File: config.mk
export PLATFORM = sky130hd
export DESIGN_NAME = id_ex_stage
export DESIGN_NICKNAME = d
export VERILOG_FILES = /design/src/rtl/id_ex_stage_pkg.sv /design/src/rtl/id_ex_stage_fwd_mux.sv /design/src/rtl/id_ex_stage.sv
export SDC_FILE = /design/constraint.sdc
export NUM_CORES = 1
export LEC_CHECK = 0
export ABC_AREA = 1
export ABC_CLOCK_PERIOD_IN_PS = 2500
export CAP_MARGIN = 20
export CELL_PAD_IN_SITES_DETAIL_PLACEMENT = 1
export CELL_PAD_IN_SITES_GLOBAL_PLACEMENT = 1
export CORE_MARGIN = 4
export CORE_UTILIZATION = 33
export CTS_CLUSTER_SIZE = 8
export DETAILED_ROUTE_END_ITERATION = 7
export PLACE_DENSITY_LB_ADDON = 0.1
export SYNTH_ARGS = -nofsm -noshare
export SYNTH_HDL_FRONTEND = slang
export SYNTH_SLANG_ARGS = --single-unit
File: constraint.sdc
create_clock -name clk -period 2.5 [get_ports clk]
set_input_delay 0.25 -clock clk [delete_from_list [all_inputs] [get_ports clk]]
set_output_delay 0.25 -clock clk [all_outputs]
set_load 0.03 [all_outputs]
File: src/rtl/id_ex_stage_pkg.sv
// rtl/id_ex_stage_pkg.sv - shared ALUOp, forwarding-select and bubble constants for the ID/EX stage
package id_ex_stage_pkg;

  // ALU operation encodings shared with the decoder and the ALU
  typedef enum logic [3:0] {
    ALU_NOP = 4'd0,
    ALU_ADD = 4'd1,
    ALU_SUB = 4'd2,
    ALU_AND = 4'd3,
    ALU_OR  = 4'd4,
    ALU_XOR = 4'd5,
    ALU_NOR = 4'd6,
    ALU_SLT = 4'd7,
    ALU_SLL = 4'd8,
    ALU_SRL = 4'd9,
    ALU_SRA = 4'd10,
    ALU_LUI = 4'd11
  } alu_op_e;

  // Operand source select inside the forwarding mux
  localparam logic [1:0] FWD_RF  = 2'b00;
  localparam logic [1:0] FWD_EXM = 2'b01;
  localparam logic [1:0] FWD_MWB = 2'b10;

  // Side-effecting control bits carried into EX
  typedef struct packed {
    logic regwrite;
    logic memread;
    logic memwrite;
    logic memtoreg;
  } ctrl_t;

  // A bubble carries no side effects and a NOP ALU operation
  localparam ctrl_t   CTRL_BUBBLE  = '0;
  localparam alu_op_e ALUOP_BUBBLE = ALU_NOP;

endpackage

File: src/rtl/id_ex_stage_fwd_mux.sv
// rtl/id_ex_stage_fwd_mux.sv - per-operand EX/MEM and MEM/WB forwarding select
module fwd_mux
  import id_ex_stage_pkg::*;
#(
  parameter int DATA_W  = 32,
  parameter int RADDR_W = 5
) (
  input  logic [RADDR_W-1:0] i_idx,
  input  logic [DATA_W-1:0]  i_rf_data,
  input  logic               i_exm_regwrite,
  input  logic [RADDR_W-1:0] i_exm_rd,
  input  logic [DATA_W-1:0]  i_exm_result,
  input  logic               i_mwb_regwrite,
  input  logic [RADDR_W-1:0] i_mwb_rd,
  input  logic [DATA_W-1:0]  i_mwb_result,
  output logic [DATA_W-1:0]  o_data
);

  logic [1:0] w_sel;

  // Youngest producer wins; register 0 is hard-wired and never forwarded
  always_comb begin
    w_sel = FWD_RF;
    if (i_exm_regwrite && (i_exm_rd != '0) && (i_exm_rd == i_idx)) begin
      w_sel = FWD_EXM;
    end else if (i_mwb_regwrite && (i_mwb_rd != '0) && (i_mwb_rd == i_idx)) begin
      w_sel = FWD_MWB;
    end
  end

  // Steer the selected source onto the operand
  always_comb begin
    o_data = i_rf_data;
    case (w_sel)
      FWD_EXM: o_data = i_exm_result;
      FWD_MWB: o_data = i_mwb_result;
      default: o_data = i_rf_data;
    endcase
  end

endmodule

File: src/rtl/id_ex_stage.sv
// rtl/id_ex_stage.sv - ID/EX pipeline register with hazard detection and forwarding (optional ID_EX_PERF_EN counters)
module id_ex_stage
  import id_ex_stage_pkg::*;
#(
  parameter int DATA_W  = 32,
  parameter int RADDR_W = 5,
  parameter int ALUOP_W = 4
) (
  input  logic               clk,
  input  logic               rstn,
  input  logic               id_valid,
  input  logic [RADDR_W-1:0] id_rs,
  input  logic [RADDR_W-1:0] id_rt,
  input  logic [RADDR_W-1:0] id_rd,
  input  logic [DATA_W-1:0]  id_rs_data,
  input  logic [DATA_W-1:0]  id_rt_data,
  input  logic [DATA_W-1:0]  id_imm,
  input  logic [4:0]         id_shamt,
  input  logic [ALUOP_W-1:0] id_aluop,
  input  logic               id_alusrc,
  input  logic               id_shsel,
  input  logic               id_regwrite,
  input  logic               id_memread,
  input  logic               id_memwrite,
  input  logic               id_memtoreg,
  input  logic               exm_regwrite,
  input  logic [RADDR_W-1:0] exm_rd,
  input  logic [DATA_W-1:0]  exm_result,
  input  logic               mwb_regwrite,
  input  logic [RADDR_W-1:0] mwb_rd,
  input  logic [DATA_W-1:0]  mwb_result,
  input  logic               flush_i,
  input  logic               hold_i,
  output logic               stall_o,
  output logic [DATA_W-1:0]  alu_a,
  output logic [DATA_W-1:0]  alu_b,
  output logic [ALUOP_W-1:0] alu_op,
  output logic               ex_valid,
  output logic [RADDR_W-1:0] ex_rd,
  output logic [DATA_W-1:0]  ex_store_data,
  output logic               ex_regwrite,
  output logic               ex_memread,
  output logic               ex_memwrite,
  output logic               ex_memtoreg
`ifdef ID_EX_PERF_EN
  ,
  output logic [31:0]        perf_luse_o,
  output logic [31:0]        perf_flush_o
`endif
);

  logic               r_valid;
  logic [RADDR_W-1:0] r_rs;
  logic [RADDR_W-1:0] r_rt;
  logic [RADDR_W-1:0] r_rd;
  logic [DATA_W-1:0]  r_rs_data;
  logic [DATA_W-1:0]  r_rt_data;
  logic [DATA_W-1:0]  r_imm;
  logic [4:0]         r_shamt;
  logic [ALUOP_W-1:0] r_aluop;
  logic               r_alusrc;
  logic               r_shsel;
  ctrl_t              r_ctrl;

  logic               w_load_use;
  logic [DATA_W-1:0]  w_fwd_rs;
  logic [DATA_W-1:0]  w_fwd_rt;

  // A load in EX whose result ID needs cannot be forwarded in time
  assign w_load_use = r_valid & r_ctrl.memread & (r_rd != '0) & id_valid &
                      ((r_rd == id_rs) | (r_rd == id_rt));

  // Flush turns the would-be stall into a bubble, so it does not hold ID
  assign stall_o = hold_i | (w_load_use & ~flush_i);

  // Pipeline register: hold > flush > load-use bubble > load
  always_ff @(posedge clk or negedge rstn) begin
    if (!rstn) begin
      r_valid   <= 1'b0;
      r_rs      <= '0;
      r_rt      <= '0;
      r_rd      <= '0;
      r_rs_data <= '0;
      r_rt_data <= '0;
      r_imm     <= '0;
      r_shamt   <= '0;
      r_aluop   <= ALUOP_W'(ALUOP_BUBBLE);
      r_alusrc  <= 1'b0;
      r_shsel   <= 1'b0;
      r_ctrl    <= CTRL_BUBBLE;
    end else if (hold_i) begin
      r_valid <= r_valid;
    end else if (flush_i || w_load_use) begin
      r_valid  <= 1'b0;
      r_aluop  <= ALUOP_W'(ALUOP_BUBBLE);
      r_alusrc <= 1'b0;
      r_shsel  <= 1'b0;
      r_ctrl   <= CTRL_BUBBLE;
    end else begin
      r_valid   <= id_valid;
      r_rs      <= id_rs;
      r_rt      <= id_rt;
      r_rd      <= id_rd;
      r_rs_data <= id_rs_data;
      r_rt_data <= id_rt_data;
      r_imm     <= id_imm;
      r_shamt   <= id_shamt;
      r_aluop   <= id_aluop;
      r_alusrc  <= id_alusrc;
      r_shsel   <= id_shsel;
      r_ctrl    <= '{regwrite: id_regwrite, memread: id_memread,
                     memwrite: id_memwrite, memtoreg: id_memtoreg};
    end
  end

  fwd_mux #(.DATA_W(DATA_W), .RADDR_W(RADDR_W)) u_fwd_rs (
    .i_idx          (r_rs),
    .i_rf_data      (r_rs_data),
    .i_exm_regwrite (exm_regwrite),
    .i_exm_rd       (exm_rd),
    .i_exm_result   (exm_result),
    .i_mwb_regwrite (mwb_regwrite),
    .i_mwb_rd       (mwb_rd),
    .i_mwb_result   (mwb_result),
    .o_data         (w_fwd_rs)
  );

  fwd_mux #(.DATA_W(DATA_W), .RADDR_W(RADDR_W)) u_fwd_rt (
    .i_idx          (r_rt),
    .i_rf_data      (r_rt_data),
    .i_exm_regwrite (exm_regwrite),
    .i_exm_rd       (exm_rd),
    .i_exm_result   (exm_result),
    .i_mwb_regwrite (mwb_regwrite),
    .i_mwb_rd       (mwb_rd),
    .i_mwb_result   (mwb_result),
    .o_data         (w_fwd_rt)
  );

  assign alu_a         = r_shsel  ? {{(DATA_W-5){1'b0}}, r_shamt} : w_fwd_rs;
  assign alu_b         = r_alusrc ? r_imm : w_fwd_rt;
  assign ex_store_data = w_fwd_rt;
  assign alu_op        = r_aluop;
  assign ex_valid      = r_valid;
  assign ex_rd         = r_rd;
  assign ex_regwrite   = r_ctrl.regwrite;
  assign ex_memread    = r_ctrl.memread;
  assign ex_memwrite   = r_ctrl.memwrite;
  assign ex_memtoreg   = r_ctrl.memtoreg;

`ifdef ID_EX_PERF_EN
  logic [31:0] r_perf_luse;
  logic [31:0] r_perf_flush;

  // Saturating counts of load-use bubbles and accepted flushes
  always_ff @(posedge clk or negedge rstn) begin
    if (!rstn) begin
      r_perf_luse  <= '0;
      r_perf_flush <= '0;
    end else begin
      if (w_load_use && !hold_i && !flush_i && (r_perf_luse != 32'hFFFF_FFFF)) begin
        r_perf_luse <= r_perf_luse + 32'd1;
      end
      if (flush_i && !hold_i && (r_perf_flush != 32'hFFFF_FFFF)) begin
        r_perf_flush <= r_perf_flush + 32'd1;
      end
    end
  end

  assign perf_luse_o  = r_perf_luse;
  assign perf_flush_o = r_perf_flush;
`endif

endmodule

==> flow_metrics.py <==
metrics = {
    "status": {
        "status": "finished with violations",
        "violations": "negative setup slack",
    },
    "placement": {
        "post-place-ws_ns": -0.0506,
        "portBuffers": 317,
        "dp.cells": 1736,
        "dp_hpwl_um": 26600,
        "routabilityCongestion": 0.929,
        "place_area_um2": 11500,
    },
    "drt": {
        "m1WireLength_um": 17100,
        "wl_met2_um": 20200,
        "wl_per_cell_um": 23.0,
        "drtIter0Drc": 843,
        "ant_nets": 0,
        "first_pass_iters": 5,
        "drcViolationCount": 0,
        "top_layer": "met5",
        "vias_per_cell": 5.35,
        "met3_length_um": 3440,
        "num_vias": 9747,
        "routed_wl_um": 41900,
    },
    "die": {
        "io-pin-count": 318,
        "start_util_pct": 33.6,
        "placementRows": 56,
        "dieArea_um2": 26500,
        "core-area_um2": 23500,
        "die-height_um": 163,
        "dieWidth_um": 163,
    },
    "yosys": {
        "synth_area_leader_cell": "dfrtp_1",
        "synth_seq_cells": 127,
        "synth.most_common_cell": "nand2_1",
        "netlist_area_um2": 7900,
        "ys_types": 31,
        "synth_common_cells": "442 x nand2_1, 352 x nand3_1, 127 x dfrtp_1, 52 x inv_1, 26 x buf_2",
        "syn-mean-instance-area_um2": 6.99,
        "netlist.area_leader.share_pct": 40.2,
        "synthesis.nets": 1338,
        "ys_seq_area_share_pct": 40.2,
        "synth.top_cells.by_area": "dfrtp_1 40%, nand3_1 22%, nand2_1 21%",
        "ys_async_sr_fraction_pct": 100,
        "netlist_instances": 1131,
        "synth_ff_type": "dfrtp_1",
        "yosys_warnings": 0,
        "synth_edf_count": 0,
    },
    "power_and_ir_drop": {
        "p_leak_nw": 7.02,
        "vdd_drop_max_uv": 412,
        "power_density_nw_per_um2": 597,
    },
    "critical_path": {
        "worstPathMaxFanout": 5,
        "slowest_stage": "dfrtp_2",
        "end_kind": "output port",
        "startpoint_type": "flip-flop",
        "cp.required_ns": 2.25,
        "cp.arrival_ns": 2.39,
        "path_cells": "buf_6 > xnor2_2 > nand2_2 > nor2_4 > nand3_4 > buf_12 > clkbuf_16 > nand3_1 > nand3_2 > nand2_1 > nand2_2 > buf_6",
        "path_class": "flip-flop to output port",
        "critPathMaxStageDelay_ns": 0.45,
    },
    "clocking": {
        "clk_pin_slew_ns": 0.07,
        "clock-sinks": 127,
        "clk_latency_ns": 0.43,
        "cts.path.max_buffers": 2,
        "root_buffer": "clkbuf_16",
        "htree_levels": 4,
        "cts_tree": "done",
        "cts_made_buffers": 17,
    },
    "sta": {
        "timing.final.crit_share_pct": 106,
        "setup_viol": 63,
        "grt_setup_unrepaired": "yes",
        "skew_ns": 0.0145,
        "max_freq_ghz": 0.378,
        "relSlewSlack_pct": 54.9,
        "finalCriticalPeriod_ns": 2.64,
        "setup_ws_ns": -0.144,
        "hold_violations": 0,
        "drv_slew": 0,
        "tightest_slew_ns": 0.676,
    },
    "global_routing": {
        "grt_pass1_vias": 9589,
        "antenna_found_initial": 6,
        "grt.overflow.total": 0,
        "grt_pass1_wl_um": 56000,
        "grt_start_max_net_pins": 65,
        "track_usage_pct": 27.2,
    },
    "min_path": {
        "hp-class": "primary input to flip-flop",
    },
    "layout": {
        "drive_above_1_share_pct": 31.1,
        "stdcell_count": 1821,
        "final_area_um2": 14300,
        "area_growth_pct": 80.7,
        "nets": 1690,
    },
    "run": {
        "drv_cap": 0,
    },
}
## layer usage
metal	up-vias	track usage [%]
li1	4392	-
met1	4847	36.5
met2	437	43.2
met3	69	8.02
met4	2	6.90
met5	-	0
## through the flow
step                total power, mW  TNS (ns)  hold slack [ns]  utilization (%)
floorplan                      3.88         0          -0.0456                -
global placement               5.24         0            0.298             48.9
detailed placement             5.29   -0.0654            0.304             48.9
CTS                            8.07     -1.60            0.362             53.9
global route                   8.87    -11.42            0.376             60.6
finish                         8.52     -3.41            0.372             60.7
## flip-flops by register name, indices dropped and copies added (netlist names)
| signal | cells |
|---|---|
| r_rt | 5 |
| ex_regwrite | 1 |
| r_shamt | 5 |
| r_rs_data | 32 |
| r_imm | 32 |
| ex_rd | 5 |
| ex_memtoreg | 1 |
| ex_valid | 1 |
| r_rt_data | 32 |
| ex_memwrite | 1 |
| r_rs | 5 |
| r_alusrc | 1 |
| r_shsel | 1 |
| ex_memread | 1 |
| alu_op | 4 |
## power by group
| group | switching, mW | internal (mW) |
|---|---|---|
| sequential | 0.200 | 2.31 |
| combinational | 1.90 | 1.54 |
| clock | 1.09 | 1.48 |
## cells in the final DEF, fill, tap and decap left out, drive strengths merged
master / synthesis / layout
xor2: 10 / 10
nand3: 363 / 364
nor2b: 1 / 1
bufinv: 0 / 2
clkinv: 1 / 5
dfrtp: 127 / 127
o21bai: 1 / 1
inv: 53 / 58
diode: 0 / 7
clkdlybuf4s50: 0 / 213
xnor2: 14 / 14
dlymetal6s2s: 0 / 6
clkbuf: 13 / 29
nor2: 17 / 17
nand2: 447 / 448
nand4: 2 / 2
a21oi: 1 / 1
nor3: 3 / 3
dlygate4sd3: 0 / 1
or2: 6 / 6
clkinvlp: 0 / 3
nand3b: 1 / 1
buf: 71 / 183
## cell type report
type / count / area [um^2]
Fill cell: 2760 / 9260
Multi-Input combinational cell: 868 / 5090
Timing Repair Buffer: 415 / 4790
Sequential cell: 127 / 3190
Clock buffer: 17 / 425
Tap cell: 319 / 399
Inverter: 54 / 215
Clock inverter: 14 / 154
Antenna cell: 7 / 17.5
## path summary, 6_finish.rpt
| kind | startpoint | end | slack [ns] | depth (start not counted) |
|---|---|---|---|---|
| max | r_rt[1] | alu_b[4] | -0.14 | 12 |
| min | id_memwrite | ex_memwrite | 0.37 | 3 |
| max reg2reg | ex_rd[1] | r_rt_data[18] | 0.45 | 9 |
| min reg2reg | r_shamt[2] | r_shamt[2] | 0.47 | 2 |
| max in group asynchronous | rstn | r_rs_data[21] | 1.38 | 3 |
| min in group asynchronous | rstn | r_rs_data[30] | 0.38 | 2 |
## logic make-up after synthesis
| kind of cell | after synthesis | share of synthesized area (%) |
|---|---|---|
| and+or+nand+nor | 840 | 47.6 |
| xor gates and xnor gates | 24 | 2.66 |
| buffers and inverters | 138 | 9.41 |
| DFF | 127 | 40.2 |
| AOI/OAI and AO/OA | 2 | 0.158 |
## worst max-delay path, delay by kind of cell (launching register included)
kind                   cells  cell delay (ns)
XOR/XNOR                   1             0.16
buffers and inverters      4             0.61
flip-flops                 1             0.45
AND/OR/NAND/NOR            7             0.75
## timing repair
item                                   4_1_cts  5_1_grt
hold buffers                                 1        0
pin swaps                                   26       58
endpoints found under the hold margin       61        0
gates cloned                                 3       19
setup endpoints to repair                   62       97
resized for setup                          103      264
buffers inserted                            15       11
Note: power is estimated with default switching activity, not from simulation.
